**config.mk**
```make
export PLATFORM = sky130hd
export DESIGN_NAME = alu_ctrl_seq
export DESIGN_NICKNAME = d
export VERILOG_FILES = /design/src/rtl/alu_ctrl_seq.sv
export SDC_FILE = /design/constraint.sdc
export NUM_CORES = 1
export LEC_CHECK = 0
export CORE_UTILIZATION = 52
export CTS_CLUSTER_SIZE = 30
export DETAILED_ROUTE_END_ITERATION = 12
export PLACE_DENSITY_LB_ADDON = 0.25
export SYNTH_ARGS = -nofsm -noshare
export SYNTH_HDL_FRONTEND = slang
export SYNTH_SLANG_ARGS = --single-unit
```
**constraint.sdc**
```tcl
create_clock -name clk_i -period 4.54 [get_ports clk_i]
set_input_delay 0.908 -clock clk_i [delete_from_list [all_inputs] [get_ports clk_i]]
set_output_delay 0.908 -clock clk_i [all_outputs]
set_load 0.05 [all_outputs]
```
**src/rtl/alu_ctrl_seq.sv**
```systemverilog
// EX-stage ALU control decoder with an iterative unsigned MUL/DIV unit.
// Decode is zero-latency; MUL/DIV stall the pipeline for WIDTH+1 cycles.
//
// state | meaning
// IDLE  | no MUL/DIV in flight; a valid MUL/DIV issues here
// MUL   | shift-add multiply, one multiplier bit per cycle
// DIV   | restoring divide, one quotient bit per cycle
// DONE  | result register just loaded; done pulse, stall released
module alu_ctrl_seq #(
   parameter int WIDTH = 32,
   parameter int CNT_W = 6
) (
   input  logic             clk_i,
   input  logic             rst_i,
   input  logic             flush_i,
   input  logic             valid_i,
   input  logic [1:0]       ALUOp_i,
   input  logic [5:0]       funct_i,
   input  logic [WIDTH-1:0] rs_data_i,
   input  logic [WIDTH-1:0] rt_data_i,
   output logic [2:0]       ALUCtrl_o,
   output logic             stall_o,
   output logic             mdu_done_o,
   output logic [WIDTH-1:0] mdu_result_o
);

   localparam logic [5:0] FUNCT_MUL = 6'b011000;
   localparam logic [5:0] FUNCT_DIV = 6'b011010;

   typedef enum logic [1:0] {
      IDLE = 2'd0,
      MUL  = 2'd1,
      DIV  = 2'd2,
      DONE = 2'd3
   } state_t;

   state_t           state_q, state_d;
   logic [CNT_W-1:0] cnt_q, cnt_d;
   logic [WIDTH-1:0] a_q, a_d;
   logic [WIDTH-1:0] b_q, b_d;
   logic [WIDTH-1:0] acc_q, acc_d;
   logic [WIDTH-1:0] res_d;

   logic             is_mc;
   logic             start;
   logic [WIDTH:0]   rem_sh;
   logic [WIDTH:0]   rem_diff;
   logic             rem_geq;

   always_comb begin
      ALUCtrl_o = 3'b010;
      case (ALUOp_i)
         2'b00: ALUCtrl_o = 3'b010;
         2'b01: ALUCtrl_o = 3'b110;
         2'b10: ALUCtrl_o = 3'b001;
         default: begin
            case (funct_i)
               6'b100000: ALUCtrl_o = 3'b010;
               6'b100010: ALUCtrl_o = 3'b110;
               6'b100100: ALUCtrl_o = 3'b000;
               6'b100101: ALUCtrl_o = 3'b001;
               6'b101010: ALUCtrl_o = 3'b111;
               FUNCT_MUL: ALUCtrl_o = 3'b011;
               FUNCT_DIV: ALUCtrl_o = 3'b100;
               default:   ALUCtrl_o = 3'b010;
            endcase
         end
      endcase
   end

   assign is_mc = (ALUOp_i == 2'b11) && ((funct_i == FUNCT_MUL) || (funct_i == FUNCT_DIV));
   assign start = (state_q == IDLE) && valid_i && is_mc && !flush_i;

   // Remainder lives in acc, quotient bits shift into a as dividend bits shift out.
   assign rem_sh   = {acc_q, a_q[WIDTH-1]};
   assign rem_diff = rem_sh - {1'b0, b_q};
   assign rem_geq  = (rem_sh >= {1'b0, b_q});

   always_comb begin
      state_d = state_q;
      cnt_d   = cnt_q;
      a_d     = a_q;
      b_d     = b_q;
      acc_d   = acc_q;
      res_d   = mdu_result_o;
      stall_o = 1'b0;
      case (state_q)
         IDLE: begin
            if (start) begin
               stall_o = 1'b1;
               a_d     = rs_data_i;
               b_d     = rt_data_i;
               acc_d   = '0;
               cnt_d   = CNT_W'(WIDTH);
               state_d = (funct_i == FUNCT_DIV) ? DIV : MUL;
            end
         end
         MUL: begin
            stall_o = 1'b1;
            cnt_d   = cnt_q - CNT_W'(1);
            if (b_q[0]) acc_d = acc_q + a_q;
            a_d = a_q << 1;
            b_d = b_q >> 1;
            if (cnt_d == '0) begin
               state_d = DONE;
               res_d   = acc_d;
            end
         end
         DIV: begin
            stall_o = 1'b1;
            cnt_d   = cnt_q - CNT_W'(1);
            acc_d   = rem_geq ? rem_diff[WIDTH-1:0] : rem_sh[WIDTH-1:0];
            a_d     = {a_q[WIDTH-2:0], rem_geq};
            if (cnt_d == '0) begin
               state_d = DONE;
               res_d   = a_d;
            end
         end
         DONE: begin
            state_d = IDLE;
         end
         default: begin
            state_d = IDLE;
         end
      endcase
      // Flush aborts without publishing; stall already reflects the current state.
      if (flush_i) begin
         state_d = IDLE;
         res_d   = mdu_result_o;
      end
   end

   always_ff @(posedge clk_i) begin
      if (!rst_i) begin
         state_q      <= IDLE;
         cnt_q        <= '0;
         a_q          <= '0;
         b_q          <= '0;
         acc_q        <= '0;
         mdu_result_o <= '0;
      end else begin
         state_q      <= state_d;
         cnt_q        <= cnt_d;
         a_q          <= a_d;
         b_q          <= b_d;
         acc_q        <= acc_d;
         mdu_result_o <= res_d;
      end
   end

   assign mdu_done_o = (state_q == DONE);

endmodule

```
-- Yosys cells after proc, flatten, opt, wreduce, memory -nomap -nowiden
Cells that the tools add are included.
- output and inout bits: 37
- input port bits: 76
- register bits after elaboration: 136
- reductions and logical operators: 20
- add/sub/neg operators: 3
- magnitude comparators: 1
- bitwise logic cells: 2
- equality and inequality tests: 16
- mux-type cells: 21
- operators with widths (cell ; number):
    two-way mux 32 bit ; 7
    one-hot mux 32 bit (3 select lines) ; 2
    one-hot mux 32 bit (2 select lines) ; 2
    >= comparator 33 x 32 -> 1 bit ; 1
    adder 32 bit ; 1
    subtractor 32 bit ; 1
    equality test 6 bit (second input constant) ; 4
    one-hot mux 3 bit (6 select lines) ; 1
    equality test 6 x 5 -> 1 bit (second input constant) ; 2
    one-hot mux 6 bit (2 select lines) ; 1
    one-hot mux 3 bit (3 select lines) ; 1
    equality test 2 bit (second input constant) ; 4
    AND reduction 2 bit ; 4
    zero test 6 bit ; 1
    two-way mux 2 bit ; 3
    two-way mux 6 bit ; 1
    != test 2 bit (second input constant) ; 3
    one-hot mux 2 bit (3 select lines) ; 1
    nonzero test 2 bit ; 3
    subtractor 6 x 1 -> 6 bit (second input constant) ; 1
    equality test 2 x 1 -> 1 bit (second input constant) ; 2
    logical AND 1 bit ; 4
    zero test 2 bit ; 2
    AND reduction 4 bit ; 1
    8 further kinds ; 10

-- Depth between registers and ports, before layout
Gate-level depths: netlist of run 1.
- word-level depth: 7
- gate-level depth with buffers: 15
- mapped depth without buffers: 14

-- Least setup slack after synthesis of run 1
OpenSTA, ideal clock, no wires.
- path type: input to output
- from: input funct_i[5]
- to: output ALUCtrl_o[0]
- path slack: 1223 ps
- data required time: 3632 ps
- buffers on the path: 0
- data arrival time: 2409 ps
- stages: 4
- cells stage by stage: nor2b_1 and3_1 a32oi_1 a21boi_0
- word-level cells in the longest chain between the ends: 3
- RTL lines (element ; line ; text):
    start: declaration ; 18 ; input logic [5:0] funct_i,
    equality test 6 x 5 -> 1 bit or equality test 6 bit (tied branches) ; 57 ; case (funct_i)
    one-hot mux 3 bit (6 select lines) * ; 57 ;
    one-hot mux 3 bit (3 select lines) * ; 52 ; case (ALUOp_i)
    end: declaration ; 21 ; output logic [2:0] ALUCtrl_o,
Mark *: on every way between the ends. The rest lies on a longest branch, timed or not.

-- Final worst setup path of run 1
- from: input funct_i[1]
- to: output ALUCtrl_o[0]
Same word-level chain as after synthesis.

==> impl_metrics.py, run 1 <==
metrics = {
    "sta": {
        "min_period_over_period_pct": 85.1,
        "fin_skew_ns": 0.00910,
        "max_freq_ghz": 0.259,
        "hold_viol": 0,
        "rsz0062_at_grt": "no",
        "slew_violations": 0,
        "timing.slew.headroom_pct": 38.1,
        "setup_violations": 0,
        "worst_pin_slew_ns": 0.926,
        "tns_ns": 0,
        "period_needed_ns": 3.86,
    },
    "hold_path": {
        "min_path_cells": 2,
        "worstHoldPathType": "flop to flop",
        "hold_path.startpoint": "mdu_result_o[27]",
        "min_delay_worst_endpoint": "mdu_result_o[27]",
    },
    "floorplanning": {
        "core-area_mm2": 0.0196,
        "die_area_mm2": 0.0206,
        "boundaryPins": 113,
        "die_w_um": 144,
        "rows": 51,
        "initial_core_util_pct": 53.3,
        "fp.dieH_um": 144,
    },
    "critical_path": {
        "r2r_cells": 13,
        "r2r_slack_ns": 1.04,
        "cp_max_fo": 6,
        "path_buf_inv": 2,
        "critPathKind": "primary input to output port",
        "critPathLaunch": "funct_i[1]",
        "crit_path_cell_trace": "clkdlybuf4s50_1 > nand2_1 > o21ai_0 > a32oi_1 > a21boi_0 > clkdlybuf4s50_1",
        "critPathMaxStageDelay_ns": 0.83,
        "cp_slowest_cell": "clkdlybuf4s50_1",
        "critPathArrivalTime_ns": 2.96,
        "cpMostUsedCell": "clkdlybuf4s50_1",
        "worst_setup_path_end_kind": "output port",
        "startpoint_type": "primary input",
        "reg2reg_from": "a_q[31]",
        "crit_required_ns": 3.63,
        "r2r-end": "a_q[0]",
        "crit_cells": 6,
        "path_delay_family": "buffers and inverters",
    },
    "placement": {
        "io_buffers": 112,
        "hpwl_um": 21400,
        "gp_congestion": 0.954,
    },
    "grt": {
        "grt_usage_pct": 28.2,
        "grt_max_degree": 92,
        "antenna_found_initial": 0,
        "grt_first_pass_wirelength_um": 45500,
        "grt_pass1_vias": 8851,
        "grt_remaining_overflow": 0,
    },
    "synth": {
        "async_flop_share_pct": 0,
        "yosysMostFrequentCell": "nand2_1",
        "synthTopCellsByArea": "dfxtp_1, ha_1, nand2_1, o211a_1, mux2i_1",
        "yosysUniqueCellTypes": 79,
        "syn_nets": 1451,
        "synth-main-ff-cell": "dfxtp_1",
        "syn_inst": 1304,
        "ys_seq_area_share_pct": 26.1,
        "synth-seq-cells": 136,
        "synth_top_area_share_pct": 26.1,
        "ys_top_cells_by_count": "nand2_1, dfxtp_1, o21ai_0",
        "synth_edf_count": 0,
        "postSynthAreaPerCell_um2": 8.00,
        "yosys_warnings": 0,
        "yosys.area.top_type": "dfxtp_1",
        "synth.cell_area_mm2": 0.0104,
    },
    "power_and_ir_drop": {
        "power_per_cell_area_mw_per_mm2": 238,
        "p_leak_nw": 5.48,
        "ir_drop_mv": 0.242,
    },
    "route": {
        "vias": 9948,
        "wl_per_cell_um": 17.6,
        "first_iter_violations": 665,
        "antenna_left": 0,
        "wirelength_um": 29000,
        "dr.pass1.iters": 7,
        "vias_per_cell": 6.04,
        "drcViolationCount": 0,
    },
    "clock_tree": {
        "cts_buffer_depth": 2,
        "cts.sinks": 136,
        "clkLatencyLatePin_ns": 0.43,
        "cts_setup_buffers": 0,
        "cts_tree": "built",
        "cts_htree_levels": 4,
        "clk_pin_slew_ns": 0.06,
        "cts_hold_buffers": 0,
        "cts_buffers": 17,
        "root_buffer": "clkbuf_16",
        "cts_resized": 0,
    },
    "final_layout": {
        "syn_to_final_growth_pct": 18.3,
        "final.fill_count": 1754,
        "postLayoutCoreUtil_pct": 63.0,
        "antenna_cells": 0,
        "layout-drive-gt1-share_pct": 7.16,
        "final_nets": 1518,
    },
    "status": {
        "status": "completed",
    },
    "job": {
        "drv_cap": 0,
    },
}
[flip-flops by register name (all words and copies together), names as in the netlist]
name,count
cnt_q,6
acc_q,32
mdu_result_o,32
a_q,32
state_q,2
b_q,32
[power breakdown]
group / internal, W / switching [W]
clock network: 0.000978 / 0.000565
logic: 0.000106 / 0.0000886
registers: 0.00120 / 0.00000495
total: 0.00228 / 0.000658
[area by class of cell]
type	instances	area, µm²	area share [%]
Multi-Input combinational cell	1029	7180	58.1
Inverter	58	218	1.76
Clock buffer	17	425	3.45
Sequential cell	136	2720	22.1
Timing Repair Buffer	129	1250	10.1
Tap cell	265	332	2.69
Clock inverter	14	224	1.81
[metrics by stage]
step | instance area (µm²) | setup slack (ns) | hold WS [ns] | power, W | cells
floorplan | 10400 | 1.22 | 0.464 | 0.00133 | 1304
global placement | 11700 | 0.744 | 0.445 | 0.00142 | 1617
detailed placement | 11700 | 0.707 | 0.452 | 0.00142 | 1617
CTS | 12300 | 0.699 | 0.460 | 0.00295 | 1648
global route | 12300 | 0.542 | 0.489 | 0.00301 | 1648
finish | 12300 | 0.675 | 0.462 | 0.00294 | 1648
[cell usage in the layout (no fill, tap or decap), types with 5 or more instances in the layout]
master / Yosys / routed
nor2_1: 63 / 61
ha_1: 69 / 67
nand3_1: 31 / 31
a21oi_1: 73 / 73
clkinv_4: 0 / 5
inv_1: 57 / 57
nand2b_1: 27 / 27
o21ai_1: 9 / 8
xor2_1: 20 / 20
a31oi_1: 18 / 18
xnor2_1: 35 / 35
a21boi_0: 17 / 17
o21bai_1: 7 / 7
nor3_1: 7 / 7
dfxtp_1: 136 / 136
and3_1: 10 / 10
a22oi_1: 44 / 44
mux2_2: 18 / 18
o21ai_0: 80 / 80
o211ai_1: 24 / 24
clkdlybuf4s50_1: 0 / 111
o211a_1: 65 / 65
mux2i_1: 51 / 51
o31ai_1: 5 / 5
clkbuf_16: 0 / 17
bufinv_16: 0 / 5
nor2b_1: 16 / 16
nand2_1: 181 / 181
a21o_1: 22 / 22
nand4_1: 14 / 14
buf_4: 4 / 18
a32oi_1: 7 / 7
a211oi_1: 14 / 14
and2_1: 14 / 14
nand3b_1: 6 / 6
[per-layer routing]
metal | routed length, µm | share of wire, % | up-vias | global-route usage (%)
met5 | 0 | 0 | - | 0
met1 | 14100 | 49 | 4638 | 40.3
met4 | 506 | 1.7 | 0 | 8.34
met3 | 2100 | 7.2 | 36 | 5.23
li1 | - | - | 4920 | -
met2 | 12300 | 42 | 354 | 42.6
[worst max-delay path by stage]
stage | to | slack, ns
2_1_floorplan | ALUCtrl_o[0] | 1.22
3_3_place_gp | ALUCtrl_o[0] | 0.74
3_5_place_dp | ALUCtrl_o[0] | 0.71
4_1_cts | ALUCtrl_o[0] | 0.70
5_1_grt | ALUCtrl_o[0] | 0.54
6_report | ALUCtrl_o[0] | 0.68
[cells by family after synthesis]
kind of cell | count (synthesis) | share of synthesized area [%]
AOI/OAI and AO/OA | 435 | 29.9
and+or+nand+nor | 395 | 17.9
buffers and inverters | 139 | 5.42
DFF | 136 | 26.1
muxes | 73 | 7.41
adders and majority gates | 71 | 8.66
xor gates and xnor gates | 55 | 4.62
[worst reg2reg max path: cells and delay by family (launching register included)]
kind            cells  cell delay (ns)
buf+inv             2             0.56
simple gates        3             0.45
compound gates      6             1.46
flops               1             0.40
fa+ha+maj           1             0.22
mux                 1             0.26
No activity file was read; power rests on OpenSTA's default activity.
==> inputs of run 2 (changes only) <==
--- a/config.mk
+++ b/config.mk
@@ -5,6 +5,8 @@
 export SDC_FILE = /design/constraint.sdc
 export NUM_CORES = 1
 export LEC_CHECK = 0
+export CAP_MARGIN = 20
+export CORE_MARGIN = 5
 export CORE_UTILIZATION = 52
 export CTS_CLUSTER_SIZE = 30
 export DETAILED_ROUTE_END_ITERATION = 12
==> impl_metrics.py, run 2 (synthesis results as in run 1) <==
metrics = {
    "clock_tree": {
        "cts_buffers": 17,
        "clk_pin_slew_ns": 0.06,
        "cts_setup_buffers": 0,
        "cts_buffer_depth": 2,
        "cts_resized": 0,
        "cts.sinks": 136,
        "cts_hold_buffers": 0,
        "clkLatencyLatePin_ns": 0.43,
        "root_buffer": "clkbuf_16",
        "cts_tree": "built",
        "cts_htree_levels": 4,
    },
    "final_layout": {
        "layout-drive-gt1-share_pct": 7.02,
        "antenna_cells": 0,
        "final.fill_count": 1782,
        "final_nets": 1516,
        "syn_to_final_growth_pct": 18.2,
        "final_common_cell": "nand2_1",
        "mostFrequentLayoutCells": "nand2_1, dfxtp_1, clkdlybuf4s50_1",
        "regArea_mm2": 0.00272,
        "fin_area_mm2": 0.0123,
        "postLayoutCoreUtil_pct": 63.0,
        "multiInputGateArea_mm2": 0.00718,
    },
    "sta": {
        "timing.slew.headroom_pct": 36.9,
        "slew_violations": 0,
        "rsz0062_at_grt": "no",
        "fin_skew_ns": 0.0101,
        "min_period_over_period_pct": 84.9,
        "max_freq_ghz": 0.259,
        "setup_violations": 0,
        "worst_pin_slew_ns": 0.943,
        "period_needed_ns": 3.85,
        "tns_ns": 0,
        "hold_viol": 0,
    },
    "route": {
        "dr.pass1.iters": 5,
        "wl_per_cell_um": 18.2,
        "first_iter_violations": 836,
        "drcViolationCount": 0,
        "vias_per_cell": 6.03,
        "wirelength_um": 29900,
        "antenna_left": 0,
        "vias": 9931,
    },
    "power_and_ir_drop": {
        "total_power_w": 0.00295,
        "switching_power_w": 0.000663,
        "p_leak_nw": 5.47,
        "pwr-share-comb_pct": 6.6,
        "ir_drop_mv": 0.246,
        "clkPwrFrac_pct": 52.6,
        "internal_power_w": 0.00228,
        "switching_share_pct": 22.5,
        "power_per_cell_area_mw_per_mm2": 239,
        "seq_power_share_pct": 40.8,
    },
    "grt": {
        "grt_usage_pct": 25.8,
        "grt_max_degree": 66,
        "grt_remaining_overflow": 0,
        "grt_pass1_vias": 9169,
        "antenna_found_initial": 0,
        "grt_first_pass_wirelength_um": 47800,
    },
    "critical_path": {
        "cp_slowest_cell": "clkdlybuf4s50_1",
        "critPathMaxStageDelay_ns": 0.82,
        "worst_setup_path_end_kind": "output port",
        "startpoint_type": "primary input",
        "cp_max_fo": 4,
        "critPathArrivalTime_ns": 2.95,
        "critPathKind": "primary input to output port",
        "crit_path_cell_trace": "clkdlybuf4s50_1 > nor2b_1 > and3_1 > a32oi_1 > a21boi_0 > clkdlybuf4s50_1",
        "crit_required_ns": 3.63,
        "cpMostUsedCell": "clkdlybuf4s50_1",
    },
    "job": {
        "drv_cap": 0,
    },
    "floorplanning": {
        "core-area_mm2": 0.0196,
        "initial_core_util_pct": 53.3,
        "die_area_mm2": 0.0230,
        "rows": 51,
        "boundaryPins": 113,
        "fp.dieH_um": 152,
        "die_w_um": 152,
    },
    "placement": {
        "io_buffers": 112,
        "hpwl_um": 22200,
        "gp_congestion": 0.953,
        "place_area_mm2": 0.0117,
    },
    "status": {
        "status": "completed",
    },
    "hold_path": {
        "worstHoldPathType": "flop to flop",
    },
}
[run 2: changes by cell type in the layout (fill, tap and decap cells not counted), sizes merged]
cell | before | now
clkinvlp | 1 | 0
clkinv | 7 | 8
clkbuf | 17 | 18
buf | 18 | 16
[run 2: power groups by stage]
stage          registers [W]  clock network (W)  logic (W)
2_1_floorplan        0.00123                  0  0.0000999
3_3_place_gp         0.00123                  0   0.000191
3_5_place_dp         0.00123                  0   0.000193
4_1_cts              0.00120            0.00156   0.000194
5_1_grt              0.00120            0.00163   0.000209
6_report             0.00120            0.00155   0.000194
[run 2: cell type report]
| class | count | area share, % |
|---|---|---|
| clock inverter | 14 | 1.80 |
| clock buffer | 18 | 3.48 |
| inverter | 58 | 1.77 |
| timing repair buffer | 127 | 9.98 |
| tap | 265 | 2.69 |
| multi-input combinational | 1029 | 58.2 |
| sequential | 136 | 22.1 |
[run 2: path summary, 6_finish.rpt]
path                     from          endpoint  slack [ns]  cells after the start
min          mdu_result_o[28]  mdu_result_o[28]        0.46                      2
max reg2reg            a_q[0]  mdu_result_o[28]        0.99                     13
max                funct_i[5]      ALUCtrl_o[0]        0.69                      6
min reg2reg  mdu_result_o[28]  mdu_result_o[28]        0.46                      2
[run 2: through the flow]
step / instances / worst slack (ns) / hold slack (ns)
after floorplan: 1304 / 1.22 / 0.464
after global routing: 1647 / 0.549 / 0.483
after global placement: 1615 / 0.820 / 0.437
after detailed placement: 1615 / 0.691 / 0.455
after CTS: 1647 / 0.682 / 0.463
final: 1647 / 0.686 / 0.464
[run 2: worst max-delay path, delay by kind of cell]
family | cells | cell delay [ns]
AO/OA/AOI/OAI | 2 | 0.25
AND/OR/NAND/NOR | 2 | 0.43
buffers and inverters | 2 | 1.34
[run 2: routing by layer]
metal  vias to the layer above  GRT usage [%]  share of wire (%)
li1                       4893              -                  -
met2                       331           39.6                 43
met4                         0           6.24                1.5
met3                        31           4.16                7.4
met5                         -              0                  0
met1                      4676           37.9                 48
==> inputs of run 3 (changes only) <==
==> constraint.sdc (replaced) <==
create_clock -name clk_i -period 3.94 [get_ports clk_i]
set_input_delay 0.788 -clock clk_i [delete_from_list [all_inputs] [get_ports clk_i]]
set_output_delay 0.788 -clock clk_i [all_outputs]
set_load 0.05 [all_outputs]
==> impl_metrics.py, run 3 (synthesis results as in run 1) <==
metrics = {
    "route": {
        "met2_length_um": 12300,
        "wirelength_um": 29200,
        "drcViolationCount": 0,
        "vias": 9886,
        "dr.pass1.iters": 5,
        "dr_wl_met3_um": 2260,
        "vias_per_cell": 5.97,
        "first_iter_violations": 791,
        "wl_per_cell_um": 17.6,
        "antenna_left": 0,
        "wl_met1_um": 14300,
        "maxUsedRoutingLayer": "met4",
    },
    "sta": {
        "slew_violations": 0,
        "hold_viol": 0,
        "rsz0062_at_grt": "no",
        "fin_skew_ns": 0.00794,
        "setup_violations": 0,
        "period_needed_ns": 3.55,
        "worst_pin_slew_ns": 0.932,
        "max_freq_ghz": 0.282,
        "tns_ns": 0,
        "min_period_over_period_pct": 90.0,
        "timing.slew.headroom_pct": 37.7,
    },
    "critical_path": {
        "critPathArrivalTime_ns": 2.76,
        "worst_setup_path_end_kind": "output port",
        "cpMostUsedCell": "clkdlybuf4s50_1",
        "critPathKind": "primary input to output port",
        "crit_path_cell_trace": "clkdlybuf4s50_1 > nor2b_1 > and3_1 > a32oi_1 > a21boi_0 > clkdlybuf4s50_1",
        "critPathMaxStageDelay_ns": 0.83,
        "crit_required_ns": 3.15,
        "cp_max_fo": 4,
        "cp_slowest_cell": "clkdlybuf4s50_1",
        "startpoint_type": "primary input",
    },
    "grt": {
        "grt_first_pass_wirelength_um": 47000,
        "grt_remaining_overflow": 0,
        "grt_max_degree": 78,
        "grt_usage_pct": 25.2,
        "antenna_found_initial": 0,
        "grt_pass1_vias": 9045,
    },
    "power_and_ir_drop": {
        "p_leak_nw": 5.51,
        "power_per_cell_area_mw_per_mm2": 268,
        "total_power_w": 0.00332,
        "ir_drop_mv": 0.283,
    },
    "status": {
        "status": "completed",
    },
    "clock_tree": {
        "cts_buffer_depth": 2,
        "clk_pin_slew_ns": 0.06,
        "cts_resized": 0,
        "clkLatencyLatePin_ns": 0.42,
        "cts_setup_buffers": 0,
        "cts_hold_buffers": 0,
        "cts_buffers": 17,
        "cts_htree_levels": 4,
        "cts_tree": "built",
        "cts.sinks": 136,
        "root_buffer": "clkbuf_16",
    },
    "final_layout": {
        "final_nets": 1526,
        "layout-drive-gt1-share_pct": 7.76,
        "regArea_mm2": 0.00272,
        "multiInputGateArea_mm2": 0.00718,
        "syn_to_final_growth_pct": 18.8,
        "antenna_cells": 0,
        "final_common_cell": "nand2_1",
        "mostFrequentLayoutCells": "nand2_1, dfxtp_1, clkdlybuf4s50_1",
        "final.fill_count": 1729,
    },
    "job": {
        "drv_cap": 0,
    },
    "placement": {
        "io_buffers": 112,
        "gp_congestion": 0.948,
        "hpwl_um": 21800,
    },
    "floorplanning": {
        "initial_core_util_pct": 53.3,
        "die_w_um": 152,
        "die_area_mm2": 0.0230,
        "boundaryPins": 113,
        "fp.dieH_um": 152,
        "rows": 51,
        "core-area_mm2": 0.0196,
    },
    "hold_path": {
        "worstHoldPathType": "flop to flop",
    },
}
[run 3: worst paths after layout]
path / start / endpoint / slack (ns) / cells after the start
worst max register to register: b_q[10] / acc_q[19] / 0.51 / 13
worst min-delay path: mdu_result_o[4] / mdu_result_o[4] / 0.46 / 2
worst min register to register: mdu_result_o[4] / mdu_result_o[4] / 0.46 / 2
worst max-delay path: funct_i[5] / ALUCtrl_o[0] / 0.39 / 6
[run 3: cell type report]
class                   count  area share [%]
inverters                  58            1.76
multi-input cells        1029            57.9
well taps                 265            2.67
clock buffers              18            3.46
flip-flops and latches    136            22.0
repair buffers            137            10.6
clock inverters            14            1.61
[run 3: worst max-delay path, delay by kind of cell]
family,cells,cell delay [ns]
buffers and inverters,2,1.34
AND/OR/NAND/NOR,2,0.37
AO/OA/AOI/OAI,2,0.25
[run 3: metal layers]
metal / global-route usage [%] / up-vias
li1: - / 4924
met1: 38.0 / 4595
met2: 37.7 / 334
met3: 3.57 / 33
met4: 6.33 / 0
met5: 0 / -
[run 3: metrics by stage]
stage	instance area (µm²)	util (%)	instances	worst slack (ns)	hold WS [ns]
floorplan	10400	-	1304	0.863	0.464
global placement	11800	60.1	1625	0.462	0.448
detailed placement	11800	60.1	1625	0.410	0.459
CTS	12400	63.3	1657	0.402	0.466
global route	12400	63.3	1657	0.238	0.489
finish	12400	63.3	1657	0.394	0.462
[run 3: power by group]
| part | internal [W] | switching, W | leakage [nW] |
|---|---|---|---|
| Sequential | 0.00138 | 0.00000553 | 1.10 |
| Clock | 0.00106 | 0.000650 | 0.297 |
| Combinational | 0.000122 | 0.000101 | 4.11 |
